<file path="src/rtl/inst_fetcher_pkg.sv">
// ---------------------------------------------------------------------------
// inst_fetcher_pkg
//   Shared definitions for the instruction fetcher slice: address and
//   instruction widths, boolean constants and the fetcher FSM encoding.
//   Imported by inst_fetcher and icache_dm.
// ---------------------------------------------------------------------------
package inst_fetcher_pkg;

    localparam int ADDRESS_WIDTH     = 32;
    localparam int INSTRUCTION_WIDTH = 32;

    localparam logic TRUE  = 1'b1;
    localparam logic FALSE = 1'b0;

    localparam logic [ADDRESS_WIDTH-1:0] ZERO_ADDR = '0;

    typedef enum logic [1:0] {
        FETCH_IDLE   = 2'd0,
        FETCH_LOOKUP = 2'd1,
        FETCH_MEM    = 2'd2,
        FETCH_RETURN = 2'd3
    } fetch_state_e;

endpackage

</file>
<file path="src/rtl/inst_fetcher_icache_dm.sv">
// ---------------------------------------------------------------------------
// icache_dm
//   Direct-mapped instruction cache, one word per line. The read index is
//   registered when rd_en is high; hit and data are then presented
//   combinationally from the registered index during the following cycle,
//   compared against the tag supplied on rd_tag. Valid bits are cleared by
//   the asynchronous reset; tag/data storage is not reset.
//
// Ports
//   in_clk, in_rst         clock, asynchronous active-high reset
//   rd_en, rd_idx          capture a lookup index
//   rd_tag                 tag to compare against the registered line
//   rd_hit, rd_data        lookup result for the registered index
//   wr_en, wr_idx,
//   wr_tag, wr_data        line fill (sets the line valid)
// ---------------------------------------------------------------------------
module icache_dm
    import inst_fetcher_pkg::*;
#(
    parameter int ENTRIES = 256,
    parameter int IDX_W   = 8,
    parameter int TAG_W   = 22,
    parameter int DATA_W  = INSTRUCTION_WIDTH
) (
    input  logic              in_clk,
    input  logic              in_rst,
    input  logic              rd_en,
    input  logic [IDX_W-1:0]  rd_idx,
    input  logic [TAG_W-1:0]  rd_tag,
    output logic              rd_hit,
    output logic [DATA_W-1:0] rd_data,
    input  logic              wr_en,
    input  logic [IDX_W-1:0]  wr_idx,
    input  logic [TAG_W-1:0]  wr_tag,
    input  logic [DATA_W-1:0] wr_data
);

    logic [ENTRIES-1:0] valid_q;
    logic [TAG_W-1:0]   tag_mem  [ENTRIES];
    logic [DATA_W-1:0]  data_mem [ENTRIES];
    logic [IDX_W-1:0]   idx_q;

    always_ff @(posedge in_clk or posedge in_rst) begin
        if (in_rst) begin
            valid_q <= '0;
            idx_q   <= '0;
        end else begin
            if (rd_en) begin
                idx_q <= rd_idx;
            end
            if (wr_en) begin
                valid_q[wr_idx] <= TRUE;
            end
        end
    end

    always_ff @(posedge in_clk) begin
        if (wr_en) begin
            tag_mem[wr_idx]  <= wr_tag;
            data_mem[wr_idx] <= wr_data;
        end
    end

    assign rd_hit  = valid_q[idx_q] && (tag_mem[idx_q] == rd_tag);
    assign rd_data = data_mem[idx_q];

endmodule

</file>
<file path="src/rtl/inst_fetcher.sv">
// ---------------------------------------------------------------------------
// inst_fetcher
//   Serves one fetch request at a time from the PC controller. The request
//   is looked up in a direct-mapped icache; on a miss a single word is read
//   through mem_ctrl and written into the cache. The instruction is returned
//   to the PC controller (out_pc_last_*) and issued to the decoder
//   (out_dec_*) in the same single-cycle pulse.
//
//   Build option: define ICACHE_EN to include the icache. Without it there
//   is no array, every lookup misses and every fetch goes to mem_ctrl; ports
//   and return timing are unchanged.
//
// Ports
//   in_clk, in_rst              clock, asynchronous active-high reset
//   in_rdy                      global ready; 0 freezes all state
//   in_flush_enable             misprediction flush (highest priority)
//   in_pc_enable/_pc/_predict   fetch request from the PC controller
//   out_pc_last_enable/_pc/_inst  returned-instruction pulse to PC controller
//   out_mem_enable/_addr        word read to mem_ctrl, held until in_mem_ready
//   in_mem_ready/_data          read data from mem_ctrl (1-cycle)
//   in_dec_stall                decoder cannot accept
//   out_dec_enable/_pc/_inst/_predict  instruction issue to the decoder
//
// Timing: request sampled at edge 0; a hit returns at edge 2, a miss at
// edge 2 + memory latency (plus any cycles stalled in RETURN).
// ---------------------------------------------------------------------------
module inst_fetcher
    import inst_fetcher_pkg::*;
#(
    parameter int ICACHE_ENTRIES = 256,
    parameter int ADDR_W         = ADDRESS_WIDTH
) (
    input  logic                         in_clk,
    input  logic                         in_rst,
    input  logic                         in_rdy,
    input  logic                         in_flush_enable,
    input  logic                         in_pc_enable,
    input  logic [ADDR_W-1:0]            in_pc_pc,
    input  logic                         in_pc_predict,
    output logic                         out_pc_last_enable,
    output logic [ADDR_W-1:0]            out_pc_last_pc,
    output logic [INSTRUCTION_WIDTH-1:0] out_pc_last_inst,
    output logic                         out_mem_enable,
    output logic [ADDR_W-1:0]            out_mem_addr,
    input  logic                         in_mem_ready,
    input  logic [INSTRUCTION_WIDTH-1:0] in_mem_data,
    input  logic                         in_dec_stall,
    output logic                         out_dec_enable,
    output logic [ADDR_W-1:0]            out_dec_pc,
    output logic [INSTRUCTION_WIDTH-1:0] out_dec_inst,
    output logic                         out_dec_predict
);

    localparam int INST_W = INSTRUCTION_WIDTH;

    if ((ICACHE_ENTRIES < 2) || ((ICACHE_ENTRIES & (ICACHE_ENTRIES - 1)) != 0)) begin : g_bad_entries
        $error("inst_fetcher: ICACHE_ENTRIES must be a power of two >= 2");
    end

    fetch_state_e state_q, state_d;

    logic [ADDR_W-1:0] req_pc_q;
    logic              req_pred_q;
    logic [ADDR_W-1:0] pend_pc_q;
    logic              pend_pred_q;
    logic              pend_vld_q;
    logic              flush_drop_q;
    logic [INST_W-1:0] ret_inst_q;

    logic              req_load;
    logic [ADDR_W-1:0] req_pc_d;
    logic              req_pred_d;
    logic              mem_start;
    logic              mem_done;
    logic              drop_set;
    logic              pend_set;
    logic              hit_load;
    logic              issue_ret;
    logic              killed;

    logic              cache_hit;
    logic [INST_W-1:0] cache_data;

`ifdef ICACHE_EN
    localparam int IDX_W = $clog2(ICACHE_ENTRIES);
    localparam int TAG_W = ADDR_W - IDX_W - 2;

    // The index is captured on the same edge that latches the request, so
    // the lookup result is ready in LOOKUP. Fills always use the address of
    // the outstanding read, even when that read has been flushed.
    icache_dm #(
        .ENTRIES (ICACHE_ENTRIES),
        .IDX_W   (IDX_W),
        .TAG_W   (TAG_W),
        .DATA_W  (INST_W)
    ) u_icache (
        .in_clk  (in_clk),
        .in_rst  (in_rst),
        .rd_en   (req_load),
        .rd_idx  (req_pc_d[IDX_W+1:2]),
        .rd_tag  (req_pc_q[ADDR_W-1:IDX_W+2]),
        .rd_hit  (cache_hit),
        .rd_data (cache_data),
        .wr_en   (mem_done),
        .wr_idx  (req_pc_q[IDX_W+1:2]),
        .wr_tag  (req_pc_q[ADDR_W-1:IDX_W+2]),
        .wr_data (in_mem_data)
    );
`else
    assign cache_hit  = FALSE;
    assign cache_data = '0;
`endif

    // Outstanding read no longer belongs to a live request.
    assign killed = in_flush_enable || flush_drop_q;

    // ---- state register --------------------------------------------------
    always_ff @(posedge in_clk or posedge in_rst) begin
        if (in_rst) begin
            state_q <= FETCH_IDLE;
        end else begin
            state_q <= state_d;
        end
    end

    // ---- next state and datapath strobes ---------------------------------
    always_comb begin
        state_d    = state_q;
        req_load   = FALSE;
        req_pc_d   = in_pc_pc;
        req_pred_d = in_pc_predict;
        mem_start  = FALSE;
        mem_done   = FALSE;
        drop_set   = FALSE;
        pend_set   = FALSE;
        hit_load   = FALSE;
        issue_ret  = FALSE;

        if (in_rdy) begin
            unique case (state_q)
                FETCH_IDLE: begin
                    if (in_pc_enable) begin
                        req_load = TRUE;
                        state_d  = FETCH_LOOKUP;
                    end
                end

                FETCH_LOOKUP: begin
                    if (in_flush_enable) begin
                        // A redirect arriving with the flush replaces the request.
                        req_load = in_pc_enable;
                        state_d  = in_pc_enable ? FETCH_LOOKUP : FETCH_IDLE;
                    end else if (cache_hit) begin
                        hit_load = TRUE;
                        state_d  = FETCH_RETURN;
                    end else begin
                        mem_start = TRUE;
                        state_d   = FETCH_MEM;
                    end
                end

                FETCH_MEM: begin
                    // mem_ctrl cannot be aborted: a killed read runs to completion
                    // and a redirect seen meanwhile is parked until it does.
                    pend_set = killed && in_pc_enable;
                    if (in_mem_ready) begin
                        mem_done = TRUE;
                        if (killed) begin
                            if (pend_set) begin
                                req_load = TRUE;
                                state_d  = FETCH_LOOKUP;
                            end else if (pend_vld_q) begin
                                req_load   = TRUE;
                                req_pc_d   = pend_pc_q;
                                req_pred_d = pend_pred_q;
                                state_d    = FETCH_LOOKUP;
                            end else begin
                                state_d = FETCH_IDLE;
                            end
                        end else begin
                            state_d = FETCH_RETURN;
                        end
                    end else begin
                        drop_set = in_flush_enable;
                    end
                end

                FETCH_RETURN: begin
                    if (in_flush_enable) begin
                        req_load = in_pc_enable;
                        state_d  = in_pc_enable ? FETCH_LOOKUP : FETCH_IDLE;
                    end else if (!in_dec_stall) begin
                        issue_ret = TRUE;
                        state_d   = FETCH_IDLE;
                    end
                end

                default: begin
                    state_d = FETCH_IDLE;
                end
            endcase
        end
    end

    // ---- control and output registers ------------------------------------
    always_ff @(posedge in_clk or posedge in_rst) begin
        if (in_rst) begin
            pend_vld_q         <= FALSE;
            flush_drop_q       <= FALSE;
            out_mem_enable     <= FALSE;
            out_mem_addr       <= '0;
            out_pc_last_enable <= FALSE;
            out_pc_last_pc     <= '0;
            out_pc_last_inst   <= '0;
            out_dec_enable     <= FALSE;
            out_dec_pc         <= '0;
            out_dec_inst       <= '0;
            out_dec_predict    <= FALSE;
        end else begin
            // Return strobes are single-cycle by construction; they also drop
            // while in_rdy is low because issue_ret is gated by it.
            out_pc_last_enable <= issue_ret;
            out_dec_enable     <= issue_ret;

            if (mem_done) begin
                out_mem_enable <= FALSE;
                flush_drop_q   <= FALSE;
                pend_vld_q     <= FALSE;
            end else begin
                if (drop_set) begin
                    flush_drop_q <= TRUE;
                end
                if (pend_set) begin
                    pend_vld_q <= TRUE;
                end
            end

            if (mem_start) begin
                out_mem_enable <= TRUE;
                out_mem_addr   <= req_pc_q;
            end

            if (issue_ret) begin
                out_pc_last_pc   <= req_pc_q;
                out_pc_last_inst <= ret_inst_q;
                out_dec_pc       <= req_pc_q;
                out_dec_inst     <= ret_inst_q;
                out_dec_predict  <= req_pred_q;
            end
        end
    end

    // ---- request / instruction data registers (not reset) ---------------
    always_ff @(posedge in_clk) begin
        if (req_load) begin
            req_pc_q   <= req_pc_d;
            req_pred_q <= req_pred_d;
        end
        if (pend_set && !mem_done) begin
            pend_pc_q   <= in_pc_pc;
            pend_pred_q <= in_pc_predict;
        end
        if (hit_load) begin
            ret_inst_q <= cache_data;
        end else if (mem_done) begin
            ret_inst_q <= in_mem_data;
        end
    end

endmodule

</file>
<file path="config.mk">
export PLATFORM = sky130hd
export DESIGN_NAME = inst_fetcher
export DESIGN_NICKNAME = d
export VERILOG_FILES = /design/src/rtl/inst_fetcher_pkg.sv /design/src/rtl/inst_fetcher_icache_dm.sv /design/src/rtl/inst_fetcher.sv
export SDC_FILE = /design/constraint.sdc
export NUM_CORES = 1
export LEC_CHECK = 0
export CAP_MARGIN = 15
export CORE_UTILIZATION = 51
export DETAILED_ROUTE_END_ITERATION = 7
export PLACE_DENSITY = 0.86
export SLEW_MARGIN = 20
export SYNTH_ARGS = -nofsm -noshare
export SYNTH_HDL_FRONTEND = slang
export SYNTH_SLANG_ARGS = --single-unit
export TNS_END_PERCENT = 50
</file>
<file path="constraint.sdc">
create_clock -name in_clk -period 12.2 [get_ports in_clk]
set_clock_uncertainty 0.1 [all_clocks]
set_input_delay 1.83 -clock in_clk [delete_from_list [all_inputs] [get_ports in_clk]]
set_output_delay 1.83 -clock in_clk [all_outputs]
set_load 0.005 [all_outputs]
</file>
== Word level (Yosys, flattened, before mapping) ==
Cells that the tools add are included.
Word-level totals
  bits in registers: 201
  input bits: 72
  word-level logic and storage cells: 81
Operators by class
  eq/ne operators: 6
  multiplexer cells: 51
  reductions and logical operators: 10
Operator list (number)
  two-way mux 32 bit: 6
  two-way mux 1 bit: 37
  two-way mux 2 bit: 6
  one-hot mux 2 bit (4 select lines): 1
  nonzero test 2 bit: 3
  == test 2 bit (second input constant): 2
  != test 2 bit (second input constant): 2
  AND reduction 4 bit: 1
  != test 3 bit (second input constant): 1
  one-hot mux 1 bit (3 select lines): 1
  == test 2 x 1 -> 1 bit (second input constant): 1
  logical AND 1 bit: 2
  logical NOT 2 bit: 1
  OR reduction 2 bit: 1
  logical NOT 1 bit: 1
  logical OR 1 bit: 1

== Depth between registers and ports, before layout ==
  depth after elaboration: 7
  depth in mapped cells: 6
  depth with buffers taken out: 3

== Worst setup path before layout ==
Ideal clock, no wire load.
  path type: input to register
  from: input port in_flush_enable
  to: register pend_pc_q[0], enable pin
  library setup time: 0.509 ns
  arrival: 5.347 ns
  required time: 11.591 ns
  slack: 6.244 ns
  stages: 3
  path buffers: 1
  cell sequence: clkbuf_1 > o21ai_0 > nor4_1
On the way
  cells in the longest elaborated chain, start to end: 5
Ends and longest elaborated chain
  start: declaration: RTL line inst_fetcher.sv:36  | input logic in_flush_enable,
  logical OR 1 bit: RTL line inst_fetcher.sv:115  | assign killed = in_flush_enable || flush_drop_q;
  logical AND 1 bit: RTL line inst_fetcher.sv:165  | pend_set = killed && in_pc_enable;
  two-way mux 1 bit: RTL line inst_fetcher.sv:140  | unique case (state_q)
  two-way mux 1 bit: RTL line inst_fetcher.sv:139  | if (in_rdy) begin
  logical AND 1 bit: RTL line inst_fetcher.sv:259  | if (pend_set && !mem_done) begin
  end signal: assignment: RTL line inst_fetcher.sv:260  | pend_pc_q <= in_pc_pc;
  end: declaration: RTL line inst_fetcher.sv:64  | logic [ADDR_W-1:0] pend_pc_q;
No other way between the ends.
A chain may end at the register's enable or synchronous reset.

== Worst setup path in the final report ==
  from: input port in_flush_enable
  to: register out_dec_inst[19]
On the way
  cells in the longest elaborated chain, start to end: 3
Ends and longest elaborated chain
  two-way mux 1 bit: RTL line inst_fetcher.sv:189  | if (in_flush_enable) begin
  two-way mux 1 bit: RTL line inst_fetcher.sv:140
  two-way mux 1 bit: RTL line inst_fetcher.sv:139
  end signal: assignment: RTL line inst_fetcher.sv:247  | out_dec_inst <= ret_inst_q;
  end: declaration: RTL line inst_fetcher.sv:50  | output logic [INSTRUCTION_WIDTH-1:0] out_dec_inst,
No other way between the ends.

==> reports/metrics.csv <==
metric;value;unit
Mapped Area;0.007948;mm^2
max frequency;251.7;MHz
Synthesized Nets;520;
slew margin rel.;0.3129;
worst stage delay on the critical path;740;ps
Tmin final;3973;ps
Synth Area in Simple Gates;0.01574;
Die Ht;126.8;um
WHS;375.2;ps
Inserted Clock Buffers;21;
H-tree depth reported by CTS;1;
final std cells w/o fill;834;
synth warn;0;
Die Width;126.8;um
hold crit path type;flip-flop to flip-flop;
drt total wl;16740;um
clk buf depth;3;
num rows;45;
CTS Root Cell;clkbuf_16;
Post-route DRC;0;
total grt overflow;0;
# setup viols final;0;
n_diodes;0;
setup bufs post-CTS;0;
DR pass1 iterations;4;
critical path data arrival time;4230;ps
quantity of hold-fixing buffers added after cts;0;
Layout area overhead;34.24;%
die area;0.01609;mm^2
Setup TNS;0;ps
DR iter-0 viols;230;
commonest non-fill, non-tap cell in the layout;clkdlybuf4s50_1;
placed insts;796;
maxcap violations;0;
All-Layer GR Usage;0.2105;
FILL cells;947;
worst-path cell chain;clkdlybuf4s50_1, nand2b_1, nor3_2, buf_4, mux2_2;
core footprint;0.01520;mm^2
# clock sinks;201;
IR drop worst, VDD;0.0001591;V
Distinct cells, synth;30;
PortBufs;235;
static leakage;4.239;nW
initial antenna violation count;0;
Crit-path slowest cell;buf_4;
Pwr Density;234.3;mW/mm^2
Yosys reg bits;201;
CTS tree;yes;
post-synthesis adder-cell area fraction;0;
final worst path period share;0.3256;
largest net degree at the start of global routing;64;
Max Fanout on Critical Path;63;
routed length per instance;20.08;um
xor and xnor area share after synthesis;0;
clk slew on worst S/H paths;60;ps
share of cells above drive strength 1;0.2740;
Clk Latency, worst-skew pair;480;ps
sequential-to-total area share from yosys stat;0.6946;
I/O pin count;236;
Initial Util;0.5228;
status;finished clean;
actual slew at the worst max-slew pin;1028;ps
Buf/Inv on CP;2;
Crit. End Element;flip-flop;
delay-heaviest family, CP;buffers and inverters;
Final HPWL DP;11200;um
vias in the first global route;4661;
count of final hold-check violations;0;
nets;703;
commonest cells after routing, fill and taps aside;235 x clkdlybuf4s50_1, 103 x dfrtp_1, 100 x mux2_2;
syn avg cell area;17.74;um^2
post-route ant nets;0;
FF/Latch Area;0.005520;mm^2
Resized cells post-CTS;0;
largest family of logic cells by synthesized area;multiplexers;
mux cell area share after synthesis;0.1996;
worst path required time;12460;ps
RSZ-0062 raised after global routing;no;
post-synthesis compound-gate area fraction;0.01102;
first-pass GRT wire length;26190;um
Design Power;2.500;mW
Vias per Instance;5.243;
final design utilization;0.7018;
gpl congestion;0.7914;
gate count of the mapped netlist;448;
Startpoint Class;primary input;
Slew Viols, Final;0;
critical setup path kind;primary input to flip-flop;
DR vias;4373;
area of the multi-input gates;0.001829;mm^2
==> report_power, final <==
group	switching (mW)	leakage, nW	internal, mW
clock	0.247	0.331	0.348
combinational	0.248	1.74	0.594
sequential	0.150	2.17	0.913
total	0.645	4.24	1.86
==> cell usage after synthesis (all sizes together) <==
cell	number	area share
inv	3	0.0014
nor3	2	0.0013
mux2	130	0.20
or2b	1	0.00094
a21o	1	0.00094
a21boi	1	0.00094
a211o	1	0.0011
o21a	2	0.0019
o21ai	5	0.0031
nand2b	2	0.0016
nor4	3	0.0024
a2bb2oi	1	0.0011
mux2i	1	0.0013
nand3	1	0.00063
dfrtp	103	0.32
a21oi	3	0.0019
nor3b	1	0.00094
buf	79	0.077
and3	1	0.00079
and3b	1	0.0011
edfxtp	98	0.37
or4b	1	0.0013
nand2	1	0.00047
nand4b	1	0.0030
clkbuf	2	0.00094
nor2	3	0.0014
==> cell families (layout without fill, tap and decap cells) <==
| logic type | after synthesis | after routing |
|---|---|---|
| simple gates | 18 | 18 |
| compound gates | 14 | 14 |
| buf+inv | 84 | 282 |
| flops | 201 | 201 |
| mux | 131 | 131 |
==> registers in the layout (all words and copies together) (netlist names) <==
signal           count
out_dec_inst        32
out_dec_pc          32
out_mem_addr        32
pend_pc_q           32
req_pc_q            32
ret_inst_q          32
state_q              2
flush_drop_q         1
out_dec_enable       1
out_dec_predict      1
out_mem_enable       1
pend_pred_q          1
pend_vld_q           1
req_pred_q           1
==> path summary, 6_finish.rpt <==
kind / startpoint / endpoint / slack, ps / cells after the start
max reg2reg: state_q[0]$_DFFE_PP0P_ / out_dec_inst[19]$_DFFE_PP0P_ / 9640 / 4
min in group asynchronous: in_rst / out_dec_inst[8]$_DFFE_PP0P_ / 1720 / 2
max: in_flush_enable / out_dec_inst[19]$_DFFE_PP0P_ / 8230 / 5
max in group asynchronous: in_rst / out_mem_addr[5]$_DFFE_PP0P_ / 9170 / 3
min: ret_inst_q[25]$_DFFE_PP_ / out_dec_inst[25]$_DFFE_PP0P_ / 380 / 1
min reg2reg: ret_inst_q[25]$_DFFE_PP_ / out_dec_inst[25]$_DFFE_PP0P_ / 380 / 1
==> area by class of cell <==
| type | count | area share |
|---|---|---|
| multi-input combinational | 163 | 0.1715 |
| timing repair buffer | 241 | 0.2266 |
| tap | 188 | 0.02205 |
| sequential | 201 | 0.5174 |
| clock inverter | 8 | 0.004105 |
| inverter | 3 | 0.001290 |
| clock buffer | 30 | 0.05711 |
==> layer usage <==
layer | wire, um | global-route usage
met5 | 0 | 0
met3 | 1229 | 0.05609
met2 | 8617 | 0.3727
met4 | 251 | 0.04132
met1 | 6645 | 0.2609
==> metrics by stage <==
step | setup slack [ps] | instance area (um^2)
2_1_floorplan | 6244 | 7948
3_3_place_gp | 7844 | 9988
3_5_place_dp | 7740 | 10020
4_1_cts | 8236 | 10670
5_1_grt | 8080 | 10670
6_report | 8227 | 10670
No activity file was read; power rests on OpenSTA's default activity.
